===== src/rtl/multicycle_controller.sv =====
// Main control FSM for the multicycle RISC-V core: sequences the shared memory
// port, ALU and register file, and drives the datapath enables and mux selects.

module alu_decoder (
    input  logic [1:0] i_alu_op,
    input  logic [2:0] i_funct3,
    input  logic [1:0] i_funct7,
    output logic [2:0] o_alu_control
);

    // ALU operation select from the FSM's coarse alu_op and the instruction fields
    always_comb begin
        o_alu_control = 3'b000;
        case (i_alu_op)
            2'b00: o_alu_control = 3'b000;
            2'b01: o_alu_control = 3'b001;
            2'b10: begin
                case (i_funct3)
                    // only R-type (op[5]=1) with funct7b5=1 subtracts; addi never does
                    3'b000: begin
                        if (i_funct7 == 2'b11) begin
                            o_alu_control = 3'b001;
                        end else begin
                            o_alu_control = 3'b000;
                        end
                    end
                    3'b010:  o_alu_control = 3'b101;
                    3'b110:  o_alu_control = 3'b011;
                    3'b111:  o_alu_control = 3'b010;
                    default: o_alu_control = 3'b000;
                endcase
            end
            default: o_alu_control = 3'b000;
        endcase
    end

endmodule

module multicycle_controller #(
    parameter bit ILLEGAL_HALT = 1'b0
) (
    input  logic       clk,
    input  logic       reset,
    input  logic [6:0] op,
    input  logic [2:0] funct3,
    input  logic       funct7b5,
    input  logic       zero,
    output logic       pc_write,
    output logic       adr_src,
    output logic       mem_write,
    output logic       ir_write,
    output logic [1:0] result_src,
    output logic [1:0] alu_src_a,
    output logic [1:0] alu_src_b,
    output logic [1:0] imm_src,
    output logic       reg_write,
    output logic [2:0] alu_control,
    output logic       illegal,
    output logic [3:0] state
);

    typedef enum logic [3:0] {
        S_FETCH    = 4'd0,
        S_DECODE   = 4'd1,
        S_MEMADR   = 4'd2,
        S_MEMREAD  = 4'd3,
        S_MEMWB    = 4'd4,
        S_MEMWRITE = 4'd5,
        S_EXECUTER = 4'd6,
        S_EXECUTEI = 4'd7,
        S_ALUWB    = 4'd8,
        S_BEQ      = 4'd9,
        S_JAL      = 4'd10,
        S_HALT     = 4'd11
    } state_t;

    localparam logic [6:0] OP_LW    = 7'b0000011;
    localparam logic [6:0] OP_SW    = 7'b0100011;
    localparam logic [6:0] OP_RTYPE = 7'b0110011;
    localparam logic [6:0] OP_ITYPE = 7'b0010011;
    localparam logic [6:0] OP_BEQ   = 7'b1100011;
    localparam logic [6:0] OP_JAL   = 7'b1101111;

    state_t     r_state;
    logic       r_illegal;
    state_t     w_next_state;
    logic       w_set_illegal;
    logic       w_pc_update;
    logic       w_branch;
    logic       w_adr_src;
    logic       w_mem_write;
    logic       w_ir_write;
    logic       w_reg_write;
    logic [1:0] w_result_src;
    logic [1:0] w_alu_src_a;
    logic [1:0] w_alu_src_b;
    logic [1:0] w_alu_op;

    // State register and sticky unsupported-opcode flag
    always_ff @(posedge clk or posedge reset) begin
        if (reset) begin
            r_state   <= S_FETCH;
            r_illegal <= 1'b0;
        end else begin
            r_state   <= w_next_state;
            r_illegal <= r_illegal | w_set_illegal;
        end
    end

    // Next-state logic and Moore outputs of the current state
    always_comb begin
        w_next_state  = r_state;
        w_set_illegal = 1'b0;
        w_pc_update   = 1'b0;
        w_branch      = 1'b0;
        w_adr_src     = 1'b0;
        w_mem_write   = 1'b0;
        w_ir_write    = 1'b0;
        w_reg_write   = 1'b0;
        w_result_src  = 2'b00;
        w_alu_src_a   = 2'b00;
        w_alu_src_b   = 2'b00;
        w_alu_op      = 2'b00;
        case (r_state)
            S_FETCH: begin
                w_ir_write   = 1'b1;
                w_pc_update  = 1'b1;
                w_alu_src_b  = 2'b10;
                w_result_src = 2'b10;
                w_next_state = S_DECODE;
            end
            S_DECODE: begin
                // precompute the branch target from OldPC + ImmExt
                w_alu_src_a = 2'b01;
                w_alu_src_b = 2'b01;
                case (op)
                    OP_LW, OP_SW: w_next_state = S_MEMADR;
                    OP_RTYPE:     w_next_state = S_EXECUTER;
                    OP_ITYPE:     w_next_state = S_EXECUTEI;
                    OP_BEQ:       w_next_state = S_BEQ;
                    OP_JAL:       w_next_state = S_JAL;
                    default: begin
                        w_set_illegal = 1'b1;
                        if (ILLEGAL_HALT) begin
                            w_next_state = S_HALT;
                        end else begin
                            w_next_state = S_FETCH;
                        end
                    end
                endcase
            end
            S_MEMADR: begin
                w_alu_src_a = 2'b10;
                w_alu_src_b = 2'b01;
                if (op == OP_LW) begin
                    w_next_state = S_MEMREAD;
                end else begin
                    w_next_state = S_MEMWRITE;
                end
            end
            S_MEMREAD: begin
                w_adr_src    = 1'b1;
                w_next_state = S_MEMWB;
            end
            S_MEMWB: begin
                w_result_src = 2'b01;
                w_reg_write  = 1'b1;
                w_next_state = S_FETCH;
            end
            S_MEMWRITE: begin
                w_adr_src    = 1'b1;
                w_mem_write  = 1'b1;
                w_next_state = S_FETCH;
            end
            S_EXECUTER: begin
                w_alu_src_a  = 2'b10;
                w_alu_op     = 2'b10;
                w_next_state = S_ALUWB;
            end
            S_EXECUTEI: begin
                w_alu_src_a  = 2'b10;
                w_alu_src_b  = 2'b01;
                w_alu_op     = 2'b10;
                w_next_state = S_ALUWB;
            end
            S_ALUWB: begin
                w_reg_write  = 1'b1;
                w_next_state = S_FETCH;
            end
            S_BEQ: begin
                w_alu_src_a  = 2'b10;
                w_alu_op     = 2'b01;
                w_branch     = 1'b1;
                w_next_state = S_FETCH;
            end
            S_JAL: begin
                w_alu_src_a  = 2'b01;
                w_alu_src_b  = 2'b10;
                w_pc_update  = 1'b1;
                w_next_state = S_ALUWB;
            end
            S_HALT: begin
                w_next_state = S_HALT;
            end
            default: begin
                w_next_state = S_FETCH;
            end
        endcase
    end

    // Immediate format follows the opcode in every state
    always_comb begin
        imm_src = 2'b00;
        case (op)
            OP_LW:    imm_src = 2'b00;
            OP_ITYPE: imm_src = 2'b00;
            OP_SW:    imm_src = 2'b01;
            OP_BEQ:   imm_src = 2'b10;
            OP_JAL:   imm_src = 2'b11;
            default:  imm_src = 2'b00;
        endcase
    end

    alu_decoder u_alu_decoder (
        .i_alu_op      (w_alu_op),
        .i_funct3      (funct3),
        .i_funct7      ({op[5], funct7b5}),
        .o_alu_control (alu_control)
    );

    // state changes are gated off for the whole reset pulse, not just its first edge
    assign pc_write   = ~reset & (w_pc_update | (w_branch & zero));
    assign mem_write  = ~reset & w_mem_write;
    assign reg_write  = ~reset & w_reg_write;
    assign ir_write   = ~reset & w_ir_write;
    assign adr_src    = w_adr_src;
    assign result_src = w_result_src;
    assign alu_src_a  = w_alu_src_a;
    assign alu_src_b  = w_alu_src_b;
    assign illegal    = r_illegal;
    assign state      = r_state;

endmodule


===== config.mk =====
export PLATFORM = sky130hd
export DESIGN_NAME = multicycle_controller
export DESIGN_NICKNAME = d
export VERILOG_FILES = /design/src/rtl/multicycle_controller.sv
export SDC_FILE = /design/constraint.sdc
export NUM_CORES = 1
export LEC_CHECK = 0
export CORE_ASPECT_RATIO = 0.9
export CORE_MARGIN = 2
export CORE_UTILIZATION = 34
export CTS_CLUSTER_SIZE = 8
export DETAILED_ROUTE_END_ITERATION = 7
export GPL_TIMING_DRIVEN = 0
export PLACE_DENSITY = 0.72
export SLEW_MARGIN = 20
export SYNTH_ARGS = -nofsm -noshare
export SYNTH_HDL_FRONTEND = slang
export SYNTH_HIERARCHICAL = 1
export SYNTH_SLANG_ARGS = --single-unit

===== constraint.sdc =====
create_clock -name clk -period 1.9 [get_ports clk]
set_clock_uncertainty 0.1 [all_clocks]
set_input_delay 0.475 -clock clk [delete_from_list [all_inputs] [get_ports clk]]
set_output_delay 0.475 -clock clk [all_outputs]
set_load 0.005 [all_outputs]

==> qor.yml, run 1 <==
outcome: "complete, but fails checks"
violations: "negative setup slack"
io_pins: 35
pwr_density_cell_mw_per_mm2: 602.9
grt-ovfl-total: 0
critical_path_class: "reg2out"
synth_top_area_cell: "dfrtp_1"
intPower_w: 0.0004736
tightest_slew_ns: 0.3753
period_share_pct: 123.3
syn_avg_cell_area_um2: 7.716
grt_usage_pct: 24.00
hp-class: "in2async"
ys_seq_elements: 5
async_flop_share_pct: 100.0
viasPerCell: 5.345
drv_slew: 0
syn_to_final_growth_pct: 111.8
critPathArrivalTime_ns: 1.77
wl_per_cell_um: 16.24
synth_top_area_share_pct: 19.31
hpwl_um: 1474
power_switching_w: 0.0003539
critPathMaxFanout: 6
numCtsBuffers: 3
power_frac_comb_pct: 68.7
die_h_um: 45.42
drtPass1Iterations: 4
fmax_mhz: 426.8
setup.worst_path.start_class: "flip-flop"
antenna_found_initial: 0
period_minus_slack_ns: 2.343
clk_path_buf_depth: 2
fp-row-count: 14
power_frac_clock_pct: 15.7
ant_nets: 0
seqCellArea_um2: 127.6
yosysWarningCount: 6
first_global_vias: 840
layout_setup_ws_ns: -0.4428
drtIter0Drc: 32
leakage_nw: 0.6328
cts_root_buffer: "clkbuf_4"
seq_area_frac_synth_pct: 19.31
drc: 0
cts-hold-fix-buffers: 0
multi_input_area_um2: 618.1
grtUsageMet1_pct: 29.96
crit_required_ns: 1.32
placed_area_mm2: 0.001054
grt_pass1_wl_um: 4071
synth_edf_count: 0
die_area_mm2: 0.002272
grt.busiest_layer: "met2"
drv_cap: 0
crit_path_end_kind: "primary output"
drive_above_1_share_pct: 59.03
die_w_um: 50.02
gp_congestion: 0.8487
netlist_area_um2: 648.1
nFillCells: 100
dr_total_vias: 898
power_frac_seq_pct: 15.5
numPortBuffers: 34
drt-total-wl_um: 2729
final_nets: 161
syn_inst: 84
grt_max_degree: 11
clock_sink_count: 5
grt_use_met3_pct: 5.921
core_mm2: 0.001734
max_slew_margin_pct: 74.98
p_sw_share_pct: 42.77
h-tree-depth: 1
clkLatencyLatePin_ns: 0.25
irDropWorstVdd_mv: 0.7999
synthTopCellsByArea: "dfrtp_1 19%, nor2_1 6.9%, nor3_1 4.6%, inv_1 4.6%, nand2b_4 4.2%"
layoutNonFillerInstCount: 168
clkTransAtPathRegs_ns: 0.05
rsz0062_at_grt: "true"
final_core_util_pct: 79.15
final_area_mm2: 0.001373
setup_viol: 14
start_util_pct: 37.37
place_ws_ns: -0.7379
hold_violations: 0
cts_tree: "built"
synthFlopType: "dfrtp_1"
use_met2_pct: 43.16
total_power_w: 0.0008275
antenna_cells: 0
syn_nets: 100
place_inst: 142
synth_cell_types: 39
## cell families after synthesis
logic type	share of synthesized area, %
DFF	19.31
and+or+nand+nor	40.93
AOI/OAI and AO/OA	20.08
xor gates and xnor gates	5.406
buffers and inverters	10.42
adders and majority gates	3.860
## placed cells by master, fill, tap and decap left out, types with 4 or more instances in the layout
cell type        instances
nor3_2                   4
buf_4                   19
nor2_1                   8
buf_2                   18
nand2b_4                 4
clkdlybuf4s50_1          9
nor2_4                   4
inv_1                    5
buf_6                    5
## path summary, 6_finish.rpt
| kind | startpoint | endpoint | slack (ns) | cells past startpoint |
|---|---|---|---|---|
| worst min-delay path | reset | state[1] | 0.32 | 2 |
| worst min register to register | illegal | illegal | 0.37 | 2 |
| worst max-delay path | state[1] | alu_control[1] | -0.44 | 7 |
| max in group asynchronous | reset | state[2] | 1.19 | 2 |
| worst max register to register | state[1] | state[0] | 0.21 | 8 |
| min in group clk | illegal | illegal | 0.37 | 2 |
## per-layer routing
layer / vias up / share of wire [%] / wire, um
met3: 0 / 5.1 / 138
met1: 427 / 45 / 1233
met2: 42 / 50 / 1356
li1: 429 / - / -
met4: 0 / 0 / 0
met5: - / 0 / 0
## area by class of cell
type	count	area share, %
multi-input cells	65	45.03
repair buffers	56	33.55
flip-flops and latches	5	9.298
plain buffers	6	5.834
inverters	8	2.188
well taps	24	2.188
clock buffers	4	1.914
## worst max-delay path: stages (launching register included)
cell and delay, ns:
dfrtp_1 0.40, buf_6 0.14, nand2b_4 0.15, nor2_4 0.13, inv_2 0.07, ha_4 0.28, and4b_2 0.21, buf_2 0.13
## state kept, by name, indices dropped and copies added, names as in the netlist
signal   count
state        4
illegal      1
## what timing repair did
action / CTS / global route
gates cloned: 1 / 1
gates resized for setup: 114 / 13
pin swaps: 10 / 9
setup endpoints to repair: 16 / 16
buffers inserted: 16 / 5
## synthesized netlist by cell type (3+ instances only)
library cell / count
buf_2: 3
nand2_1: 4
a21oi_1: 3
nor3_1: 6
inv_1: 8
nor2_1: 12
dfrtp_1: 5
nand2b_1: 3
## stage by stage
step / TNS [ns] / hold WS [ns]
floorplan: 0 / 0.1535
global placement: -6.410 / 0.3492
detailed placement: -6.578 / 0.3671
CTS: -2.549 / 0.2968
global route: -3.968 / 0.3434
finish: -3.281 / 0.3241
## power groups by stage
stage	clock (W)	combinational (W)	sequential (W)
6_report	0.000130	0.000569	0.000128
5_1_grt	0.000140	0.000599	0.000130
4_1_cts	0.000126	0.000505	0.000129
3_5_place_dp	0	0.000460	0.000131
3_3_place_gp	0	0.000453	0.000129
2_1_floorplan	0	0.000237	0.000131
Power figures use the tool's default switching activity.
==> run 2, diff against run 1 <==
--- a/config.mk
+++ b/config.mk
@@ -6,7 +6,6 @@
 export NUM_CORES = 1
 export LEC_CHECK = 0
 export CORE_ASPECT_RATIO = 0.9
-export CORE_MARGIN = 2
 export CORE_UTILIZATION = 34
 export CTS_CLUSTER_SIZE = 8
 export DETAILED_ROUTE_END_ITERATION = 7
==> qor.yml, run 2 (same netlist as run 1, synthesis figures left out) <==
drtPass1Iterations: 4  # unchanged
critical_path_class: "reg2out"  # unchanged
place_ws_ns: -0.7840  # was -0.7379 ns
drc: 0  # unchanged
rsz0062_at_grt: "true"  # unchanged
die_w_um: 48.02  # was 50.02 um
violations: "negative setup slack"  # unchanged
start_util_pct: 37.37  # unchanged
clk_path_buf_depth: 2  # unchanged
wl_per_cell_um: 15.94  # was 16.24 um
max_slew_margin_pct: 75.68  # was 74.98%
syn_to_final_growth_pct: 113.9  # was 111.8%
cts_root_buffer: "clkbuf_4"  # unchanged
crit_required_ns: 1.32  # about the same
gp_congestion: 0.8387  # was 0.8487
clkTransAtPathRegs_ns: 0.05  # about the same
cts-hold-fix-buffers: 0  # unchanged
numPortBuffers: 34  # unchanged
whs_ns: 0.3374  # was 0.3241 ns
grt_pass1_wl_um: 3622  # was 4071 um
grt-ovfl-total: 0  # unchanged
irDropWorstVdd_mv: 0.9869  # was 0.7999 mV
ant_nets: 0  # unchanged
die_area_mm2: 0.002085  # was 0.002272 mm^2
viasPerCell: 5.367  # was 5.345
drv_cap: 0  # unchanged
hold_violations: 0  # unchanged
io_pins: 35  # unchanged
period_share_pct: 119.8  # was 123.3%
r2r_start: "state[0]"  # was state[1]
cp-endpoint: "alu_control[1]"  # unchanged
fp-row-count: 14  # unchanged
antenna_found_initial: 0  # unchanged
r2r-end: "state[1]"  # was state[0]
outcome: "complete, but fails checks"  # unchanged
drt-total-wl_um: 2646  # was 2729 um
grt_usage_pct: 25.29  # was 24.00%
final_common_cell: "buf_4"  # unchanged
h-tree-depth: 1  # unchanged
clkLatencyLatePin_ns: 0.26  # was 0.25 ns
drtIter0Drc: 8  # was 32
first_global_vias: 800  # was 840
dr_total_vias: 891  # was 898
drv_slew: 0  # unchanged
layout_common_cells: "19 x buf_4, 17 x buf_2, 8 x clkdlybuf4s50_1, 7 x nor2_1, 6 x inv_1"  # was 19 x buf_4, 18 x buf_2, 9 x clkdlybuf4s50_1, 8 x nor2_1
crit_path_end_kind: "primary output"  # unchanged
r2r_cells: 7  # was 8
hp-class: "in2async"  # unchanged
setup_viol: 11  # was 14
die_h_um: 43.42  # was 45.42 um
leakage_nw: 0.6460  # was 0.6328 nW
startpoint: "state[2]"  # was state[1]
tightest_slew_ns: 0.3648  # was 0.3753 ns
drive_above_1_share_pct: 60.56  # was 59.03%
nFillCells: 103  # was 100
final_nets: 159  # was 161
core_mm2: 0.001734  # unchanged
cts_tree: "built"  # unchanged
setup.worst_path.start_class: "flip-flop"  # unchanged
hpwl_um: 1425  # was 1474 um
grt_max_degree: 11  # unchanged
period_minus_slack_ns: 2.276  # was 2.343 ns
finalSetupTns_ns: -1.831  # was -3.281 ns
critPathMaxFanout: 3  # was 6
critPathArrivalTime_ns: 1.70  # was 1.77 ns
layout_setup_ws_ns: -0.3763  # was -0.4428 ns
clock_sink_count: 5  # unchanged
numCtsBuffers: 3  # unchanged
antenna_cells: 0  # unchanged
pwr_density_cell_mw_per_mm2: 693.7  # was 602.9 mW/mm^2
largest_reg_flops: 4  # unchanged
fmax_mhz: 439.3  # was 426.8 MHz
r2r_slack_ns: 0.18  # was 0.21 ns
-- run 2: what timing repair did --
item / CTS / global route
pin swaps: 10 / 12
cloned: 0 / 1
setup endpoints to repair: 16 / 16
buffers inserted: 16 / 8
resized for setup: 117 / 26
-- run 2: how the worst min path moves through the flow --
stage                 start  slack (ns)       end  depth (start not counted)
floorplan             reset        0.15   illegal                          1
global placement    illegal        0.35   illegal                          2
detailed placement  illegal        0.36   illegal                          2
CTS                   reset        0.26  state[1]                          2
global route          reset        0.35  state[1]                          2
finish                reset        0.34  state[2]                          2
-- run 2: routing by layer --
layer | part of all wire (%) | track usage [%] | up-vias
li1 | - | - | 416
met1 | 44 | 32.39 | 430
met2 | 48 | 40.54 | 37
met3 | 4.5 | 7.083 | 8
met4 | 2.8 | 7.778 | 0
met5 | 0 | 0 | -
-- run 2: layout make-up --
cell class | instances | area, um^2 | area share [%]
tap | 24 | 30.03 | 2.166
buffer | 4 | 58.81 | 4.242
inverter | 8 | 30.03 | 2.166
multi-input combinational | 65 | 664.4 | 47.92
sequential | 5 | 128.9 | 9.296
clock buffer | 4 | 26.28 | 1.895
timing repair buffer | 56 | 447.9 | 32.31
-- run 2: power breakdown --
group | internal (W) | switching (W)
clock | 0.0000798 | 0.0000498
combinational | 0.000377 | 0.000326
sequential | 0.000119 | 0.00000992
-- run 2: worst max-delay path: stages, from the launching register on --
cell	delay, ns
dfrtp_2	0.44
nand2b_4	0.17
nor2_4	0.16
inv_2	0.06
ha_4	0.28
and4b_2	0.21
buf_2	0.12
-- run 2: per-stage QoR --
stage          util, %  area [um^2]  cells  total power, W
5_1_grt          79.94         1386    166        0.001016
2_1_floorplan        -        683.2     84       0.0003680
3_3_place_gp     60.75         1054    142       0.0005817
6_report         79.94         1386    166       0.0009617
4_1_cts          72.22         1252    162       0.0007388
3_5_place_dp     60.75         1054    142       0.0005874
